==> src/rtl/uart_pkg.sv <==
// Shared types and constants for the UART transmit path.
package uart_pkg;

    localparam int UART_DATA_W = 8;

    function automatic int baud_div(input int clk_hz, input int baud);
        return clk_hz / baud;
    endfunction

    // 100 MHz system clock, 115200 baud
    localparam int DEFAULT_CLKS_PER_BIT = baud_div(100_000_000, 115_200);

    typedef enum logic [2:0] {
        IDLE,
        START,
        DATA,
        PARITY,
        STOP
    } tx_state_t;

endpackage

==> src/rtl/uart_tx_serializer_fifo.sv <==
// Small synchronous byte FIFO; occupancy counter keeps full/empty unambiguous at pointer wrap.
module uart_byte_fifo
    import uart_pkg::*;
#(
    parameter int DEPTH = 4
) (
    input  logic                        clk,
    input  logic                        rst,
    input  logic                        push,
    input  logic [UART_DATA_W-1:0]      din,
    input  logic                        pop,
    output logic [UART_DATA_W-1:0]      dout,
    output logic                        full,
    output logic                        empty,
    output logic [$clog2(DEPTH):0]      count
);

    localparam int AW = $clog2(DEPTH);

    logic [UART_DATA_W-1:0] mem [DEPTH];
    logic [AW-1:0]          wr_ptr;
    logic [AW-1:0]          rd_ptr;
    logic                   do_push;
    logic                   do_pop;

    assign full    = (count == (AW+1)'(DEPTH));
    assign empty   = (count == '0);
    assign do_push = push && !full;
    assign do_pop  = pop && !empty;
    assign dout    = mem[rd_ptr];

    always_ff @(posedge clk) begin
        if (rst) begin
            wr_ptr <= '0;
            rd_ptr <= '0;
            count  <= '0;
        end else begin
            if (do_push) wr_ptr <= wr_ptr + 1'b1;
            if (do_pop)  rd_ptr <= rd_ptr + 1'b1;
            if (do_push && !do_pop)      count <= count + 1'b1;
            else if (do_pop && !do_push) count <= count - 1'b1;
        end
    end

    always_ff @(posedge clk) begin
        if (do_push) mem[wr_ptr] <= din;
    end

endmodule

==> src/rtl/uart_tx_serializer.sv <==
// UART transmitter: byte FIFO front end feeding an 8N1 / 8E1 / 8O1 serializer.
module uart_tx_serializer
    import uart_pkg::*;
#(
    parameter int CLKS_PER_BIT = DEFAULT_CLKS_PER_BIT,
    parameter int FIFO_DEPTH   = 4,
    parameter int PARITY_EN    = 0,
    parameter int PARITY_ODD   = 0
) (
    input  logic                          clk,
    input  logic                          rst,
    input  logic                          inValid,
    input  logic [UART_DATA_W-1:0]        data_in,
    output logic                          inReady,
    output logic                          full,
    output logic [$clog2(FIFO_DEPTH):0]   fifo_count,
    output logic                          busy,
    output logic                          tx
);

    localparam int                    CW        = $clog2(CLKS_PER_BIT);
    localparam int                    BW        = $clog2(UART_DATA_W);
    localparam logic [CW-1:0]         BAUD_LAST = CW'(CLKS_PER_BIT - 1);
    localparam logic [BW-1:0]         LAST_BIT  = BW'(UART_DATA_W - 1);
    localparam logic                  PAR_INV   = (PARITY_ODD != 0);

    tx_state_t              state, state_n;
    logic [CW-1:0]          baud, baud_n;
    logic [BW-1:0]          bit_idx, bit_n;
    logic [UART_DATA_W-1:0] shift, shift_n;
    logic                   par, par_n;
    logic                   tx_n;
    logic                   pop;
    logic                   baud_last;
    logic [UART_DATA_W-1:0] fifo_dout;
    logic                   fifo_empty;

    assign inReady   = !full && !rst;
    assign busy      = (state != IDLE);
    assign baud_last = (baud == BAUD_LAST);

    uart_byte_fifo #(
        .DEPTH (FIFO_DEPTH)
    ) u_fifo (
        .clk   (clk),
        .rst   (rst),
        .push  (inValid && inReady),
        .din   (data_in),
        .pop   (pop),
        .dout  (fifo_dout),
        .full  (full),
        .empty (fifo_empty),
        .count (fifo_count)
    );

    // tx_n follows the current state, so the registered line lags the FSM by one cycle
    always_comb begin
        state_n = state;
        baud_n  = baud_last ? '0 : baud + 1'b1;
        bit_n   = bit_idx;
        shift_n = shift;
        par_n   = par;
        pop     = 1'b0;
        tx_n    = 1'b1;
        unique case (state)
            IDLE: begin
                baud_n = '0;
                if (!fifo_empty) begin
                    pop     = 1'b1;
                    state_n = START;
                end
            end
            START: begin
                tx_n = 1'b0;
                if (baud_last) begin
                    state_n = DATA;
                    bit_n   = '0;
                end
            end
            DATA: begin
                tx_n = shift[0];
                if (baud_last) begin
                    shift_n = shift >> 1;
                    bit_n   = bit_idx + 1'b1;
                    if (bit_idx == LAST_BIT)
                        state_n = (PARITY_EN != 0) ? PARITY : STOP;
                end
            end
            PARITY: begin
                tx_n = par;
                if (baud_last) state_n = STOP;
            end
            STOP: begin
                tx_n = 1'b1;
                if (baud_last) begin
                    if (!fifo_empty) begin
                        pop     = 1'b1;
                        state_n = START;
                    end else begin
                        state_n = IDLE;
                    end
                end
            end
            default: state_n = IDLE;
        endcase
        // Parity is captured at load time since the shift register is consumed during DATA
        if (pop) begin
            shift_n = fifo_dout;
            par_n   = (^fifo_dout) ^ PAR_INV;
        end
    end

    always_ff @(posedge clk) begin
        if (rst) begin
            state   <= IDLE;
            baud    <= '0;
            bit_idx <= '0;
            shift   <= '0;
            par     <= 1'b0;
            tx      <= 1'b1;
        end else begin
            state   <= state_n;
            baud    <= baud_n;
            bit_idx <= bit_n;
            shift   <= shift_n;
            par     <= par_n;
            tx      <= tx_n;
        end
    end

endmodule
==> config.mk <==
export PLATFORM = sky130hd
export DESIGN_NAME = uart_tx_serializer
export DESIGN_NICKNAME = d
export VERILOG_FILES = /design/src/rtl/uart_pkg.sv /design/src/rtl/uart_tx_serializer_fifo.sv /design/src/rtl/uart_tx_serializer.sv
export SDC_FILE = /design/constraint.sdc
export NUM_CORES = 1
export LEC_CHECK = 0
export BUFFER_PORTS_ARGS = -buffer_cell sky130_fd_sc_hd__buf_2
export CAP_MARGIN = 10
export CORE_ASPECT_RATIO = 2
export CORE_MARGIN = 2
export CORE_UTILIZATION = 50
export CTS_CLUSTER_SIZE = 20
export DETAILED_ROUTE_END_ITERATION = 16
export PLACE_DENSITY = 0.79
export SLEW_MARGIN = 0
export SYNTH_ARGS = -nofsm -noshare
export SYNTH_HDL_FRONTEND = slang
export SYNTH_SLANG_ARGS = --single-unit
==> constraint.sdc <==
create_clock -name clk -period 4.7 [get_ports clk]
set_input_delay 0.94 -clock clk [delete_from_list [all_inputs] [get_ports clk]]
set_output_delay 0.94 -clock clk [all_outputs]
set_load 0.01 [all_outputs]
# Yosys cells after proc, flatten, opt, wreduce, memory -nomap -nowiden
# Memories as Yosys holds them, arrays and structs flattened. A register that Yosys moved wholly into a read port is not among the register bits.
# Index checks and enable logic that the tools add are counted.
# classes
n_mul	0
magnitude_cmp	0
n_eq_ne	13
div	0
shift	0
addsub	6
reduce_logical	23
bitwise	0
n_mux	24
# op_table
cell	count
two-way mux 3 bit	10
two-way mux 8 bit	3
case mux 3 bit (5 select lines)	1
inequality test 2 bit, second input constant	6
adder 10 x 1 -> 10 bit, second input constant	1
equality test 10 bit, second input constant	1
equality test 3 bit, second input constant	3
nonzero test 2 bit	4
XOR reduction 8 bit	1
adder 3 x 1 -> 3 bit, second input constant	2
equality test 3 x 2 -> 1 bit, second input constant	2
logical AND 1 bit	6
logical NOT 3 bit	2
case mux 3 bit (2 select lines)	1
AND reduction 6 bit	1
logical NOT 1 bit	5
two-way mux 1 bit	5
adder 2 x 1 -> 2 bit, second input constant	2
two-way mux 2 bit	2
equality test 3 x 1 -> 1 bit, second input constant	1
case mux 1 bit (3 select lines)	1
AND reduction 3 bit	1
nonzero test 3 bit	1
OR reduction 3 bit	1
other kinds (3)	3
# word_totals
output_inout_bits	7
ram_bits	32
word_cells	76
memories	1
latch_bits	0
mem_bits_ro	0
reg_bits	33
inputBits	11
# memory_table
name	depth	word_bits	read_ports	rd_clocked_by_memory_dff	wr	line	source
u_fifo.mem	4	8	1	1	1	uart_tx_serializer_fifo.sv:20	logic [UART_DATA_W-1:0] mem [DEPTH];

# Depth between registers and ports, before layout
# logic_depth
depth_word	9
depth_mapped	11
ltp_nobuf	11

# Modules after synthesis
# From an unflattened synthesis, not the netlist that was laid out.
# unflattened
hier_cells	249
area_unflattened_um2	2990.4
# modules_own_cells
mod	seq_area_each_um2	area_per_inst_um2	cells_each	instances
uart_byte_fifo	1141.1	1620.3	90	1
uart_tx_serializer	520.5	1370.1	159	1

# Worst setup path after synthesis
# OpenSTA, ideal clock, no wires.
# synth_path
kind	input to register
start	input rst
end	register u_fifo.count[2]
path_buffers	2
setup_ns	0.071
cell_stages	10
required_time_ns	4.629
path_slack_ns	1.744
arrival_time_ns	2.885
cell_sequence	clkbuf_1 > nor2_1 > and2_0 > clkbuf_1 > ha_1 > inv_1 > fa_1 > xor2_1 > or3_1 > a21oi_1
# synth_between
elab_chain_len	7
elab_cells_between_ends	9
classes_between	1 x mux; 8 x reduce/logical
# synth_lines
item	line	source
start, declared	uart_tx_serializer.sv:11	input logic rst,
logical NOT 1 bit *	uart_tx_serializer.sv:38	assign inReady = !full && !rst;
logical AND 1 bit *	uart_tx_serializer.sv:38	
via inReady	uart_tx_serializer.sv:14	output logic inReady,
logical AND 1 bit *	uart_tx_serializer.sv:47	.push (inValid && inReady),
logical AND 1 bit *	uart_tx_serializer_fifo.sv:28	assign do_push = push && !full;
via u_fifo.do_push	uart_tx_serializer_fifo.sv:23	logic do_push;
logical NOT 1 bit	uart_tx_serializer_fifo.sv:41	else if (do_pop && !do_push) count <= count - 1'b1;
logical AND 1 bit	uart_tx_serializer_fifo.sv:41	
nonzero test 2 bit (no source line)	-	
end signal, assigned	uart_tx_serializer_fifo.sv:40	if (do_push && !do_pop) count <= count + 1'b1;
end signal, assigned	uart_tx_serializer_fifo.sv:41	
end, declared	uart_tx_serializer_fifo.sv:15	output logic [$clog2(DEPTH):0] count
# The timed path passes the listed nets; every way through them passes the cells marked *.
# A chain may end at the register's enable or synchronous reset.

# Final worst setup path
# layout_path
start	input rst
end	register u_fifo.count[2]
# layout_between
elab_chain_len	7
elab_cells_between_ends	9
classes_between	1 x mux; 8 x reduce/logical
# layout_lines
item	line
logical NOT 1 bit	uart_tx_serializer.sv:38
logical AND 1 bit	uart_tx_serializer.sv:38
logical AND 1 bit	uart_tx_serializer.sv:47
logical AND 1 bit	uart_tx_serializer_fifo.sv:28
logical NOT 1 bit	uart_tx_serializer_fifo.sv:41
logical AND 1 bit	uart_tx_serializer_fifo.sv:41
nonzero test 2 bit (no source line)	-
# Several ways; a longest one is shown, not always the timed one.

==> impl_metrics.env <==
export IMPL_yosysSeqAreaShare_pct=58.2
export IMPL_cts_repair_resized=0
export IMPL_grt_max_degree=26
export IMPL_postCtsSetupBuffers=0
export IMPL_antenna_left=0
export IMPL_cts_tree="built"
export IMPL_slew_viol_final=0
export IMPL_drc=0
export IMPL_stdcell_area_um2=3250
export IMPL_ys_ff_latch=67
export IMPL_drt_iter0_drc=60
export IMPL_cts_sinks=67
export IMPL_final_common_cell="dfxtp_1"
export IMPL_first_global_vias=1729
export IMPL_grt_usage_pct=16.4
export IMPL_required_ps=4960
export IMPL_hold_slack_ps=456
export IMPL_num_fill_cells=420
export IMPL_r2r_start="baud[0]$_SDFF_PP0_"
export IMPL_die_y_um=111
export IMPL_ff_latch_area_um2=1660
export IMPL_cap_violations=0
export IMPL_hold_end="shift[0]$_SDFFE_PP0P_"
export IMPL_area_growth_pct=13.9
export IMPL_htree_num_levels=3
export IMPL_relSlewSlack_pct=64.3
export IMPL_rsz0062_at_grt="no"
export IMPL_synth_edf_count=32
export IMPL_layout_common_cells="dfxtp_1, edfxtp_1, nor2_1, buf_2, nand2_1"
export IMPL_antenna_found_initial=0
export IMPL_placed_area_um2=2970
export IMPL_dieArea_um2=6360
export IMPL_crit_path_end_kind="flip-flop"
export IMPL_grt_ovfl_total=0
export IMPL_synth_fp_nets=250
export IMPL_path_clk_slew_ps=60
export IMPL_grt_pass1_wl_mm=7.86
export IMPL_vias=1744
export IMPL_critical_path_max_fanout=25
export IMPL_multi_input_area_um2=1100
export IMPL_totalNegativeSetupSlack_ps=0
export IMPL_via_per_inst=5.55
export IMPL_fin_crit_ps=2860
export IMPL_reg2reg_depth=11
export IMPL_async_reset_ff_share_pct=0
export IMPL_worst_pin_slew_ps=536
export IMPL_cts_buffers=9
export IMPL_hold_viol_final=0
export IMPL_io_buffers=17
export IMPL_drt_pre_antenna_iters=4
export IMPL_drive_above_1_share_pct=20.9
export IMPL_reg2reg_setup_slack_ps=1850
export IMPL_arrival_ps=3110
export IMPL_clk_path_buf_depth=2
export IMPL_synth_area_leaders="edfxtp_1, dfxtp_1, mux4_2, xnor2_1, ha_1"
export IMPL_synthFlopType="dfxtp_1"
export IMPL_setup_viol=0
export IMPL_nNetsFinal=268
export IMPL_avgRoutedWirePerCell_um=15.3
export IMPL_hp_class="reg2reg"
export IMPL_post_route_period_util_pct=60.8
export IMPL_postSynthAreaPerCell_um2=12.4
export IMPL_hp_start="shift[0]$_SDFFE_PP0P_"
export IMPL_total_leakage_power_nw=1.17
export IMPL_gp_congestion=0.807
export IMPL_io_pins=18
export IMPL_r2r_end="u_fifo.count[2]$_SDFFE_PP0P_"
export IMPL_status="completed"
export IMPL_syn_cell_area_um2=2850
export IMPL_path_class="in2reg"
export IMPL_power_total_mw=1.82
export IMPL_core_area_um2=5610
export IMPL_yosysTopAreaCell="edfxtp_1"
export IMPL_clock_latency_ps=330
export IMPL_num_antenna_cells=0
export IMPL_root_buffer="clkbuf_16"
export IMPL_synth_top_area_share_pct=33.7
export IMPL_fmax_mhz=350
export IMPL_ys_warn_count=0
export IMPL_ctsHoldBuffers=0
export IMPL_ir_drop_uv=447
export IMPL_die_w_um=57.4
export IMPL_synth_distinct_cells=40
export IMPL_syn_instance_count=230
export IMPL_drt_total_wl_mm=4.80
export IMPL_rows=39
export IMPL_start_util_pct=50.9
export IMPL_clock_skew_ps=5.46
export IMPL_dp_hpwl_mm=3.28
export IMPL_final_util_pct=57.9
export IMPL_min_path_cells=2
export IMPL_crit_path_start_kind="primary input"
export IMPL_power_density_nw_per_um2=560
==> how the worst max path moves through the flow <==
stage                       startpoint                           end  slack [ps]  cells past startpoint
CTS                 baud[0]$_SDFF_PP0_  u_fifo.count[2]$_SDFFE_PP0P_        1830                     11
detailed placement                 rst  u_fifo.count[2]$_SDFFE_PP0P_        1520                      9
finish                             rst  u_fifo.count[2]$_SDFFE_PP0P_        1840                      9
global placement                   rst  u_fifo.count[2]$_SDFFE_PP0P_        1700                      9
floorplan                          rst  u_fifo.count[2]$_SDFFE_PP0P_        1740                     10
global route        baud[0]$_SDFF_PP0_  u_fifo.count[2]$_SDFFE_PP0P_        1690                     11
==> area by class of cell <==
class	count	share of cell area, %
flip-flops and latches	67	51.1
well taps	61	2.35
clock inverters	7	1.77
clock buffers	9	6.93
repair buffers	18	2.85
multi-input cells	143	33.9
inverters	9	1.04
==> where the power goes <==
| part | total (mW) | switching (mW) | internal, mW |
|---|---|---|---|
| registers | 0.758 | 0.0696 | 0.689 |
| clock network | 0.619 | 0.256 | 0.363 |
| logic | 0.442 | 0.235 | 0.207 |
| total | 1.82 | 0.561 | 1.26 |
==> through the flow <==
stage          cells  worst slack [ps]
6_report         314              1840
4_1_cts          314              1830
3_3_place_gp     298              1700
3_5_place_dp     298              1520
5_1_grt          314              1690
2_1_floorplan    230              1740
==> synth_stat cells, drive strengths merged, types with 2 or more instances <==
| library cell | instances |
|---|---|
| a22oi | 8 |
| nand3 | 6 |
| mux2i | 2 |
| xnor2 | 14 |
| edfxtp | 32 |
| dfxtp | 35 |
| a31oi | 2 |
| or3 | 3 |
| nor2 | 22 |
| o21ai | 4 |
| clkbuf | 5 |
| nor3 | 7 |
| and2 | 2 |
| buf | 6 |
| ha | 8 |
| and3 | 7 |
| nand3b | 3 |
| inv | 9 |
| o31ai | 2 |
| a21oi | 13 |
| xor2 | 7 |
| o21a | 2 |
| mux4 | 8 |
| nand2 | 15 |
==> cell families after synthesis <==
kind of cell / after synthesis / share of synthesized area, %
flops: 67 / 58.2
fa+ha+maj: 9 / 4.21
compound gates: 34 / 8.42
simple gates: 69 / 12.6
mux: 10 / 7.01
buf+inv: 20 / 3.11
xor+xnor: 21 / 6.44
==> per-layer routing <==
layer | vias to the layer above | part of all wire (%) | track usage, %
li1 | 859 | - | -
met1 | 840 | 42 | 19.1
met2 | 33 | 52 | 27.1
met3 | 12 | 2.9 | 3.50
met4 | 0 | 2.4 | 8.99
met5 | - | 0 | 0
==> critical path: stages <==
cell and delay (ps):
buf_2 250, nor2_1 320, and2_0 300, ha_1 250, inv_1 70, fa_1 390, xor2_1 160, or3_1 300
a21oi_1 140
==> sequential cells by signal, summed over array words and instances, names as in the netlist, 2 cells and up, named ones only <==
| name | cells |
|---|---|
| shift | 8 |
| u_fifo.mem | 32 |
| u_fifo.wr_ptr | 2 |
| u_fifo.count | 3 |
| state | 3 |
| u_fifo.rd_ptr | 2 |
| bit_idx | 3 |
| baud | 10 |
Power figures use the tool's default switching activity.
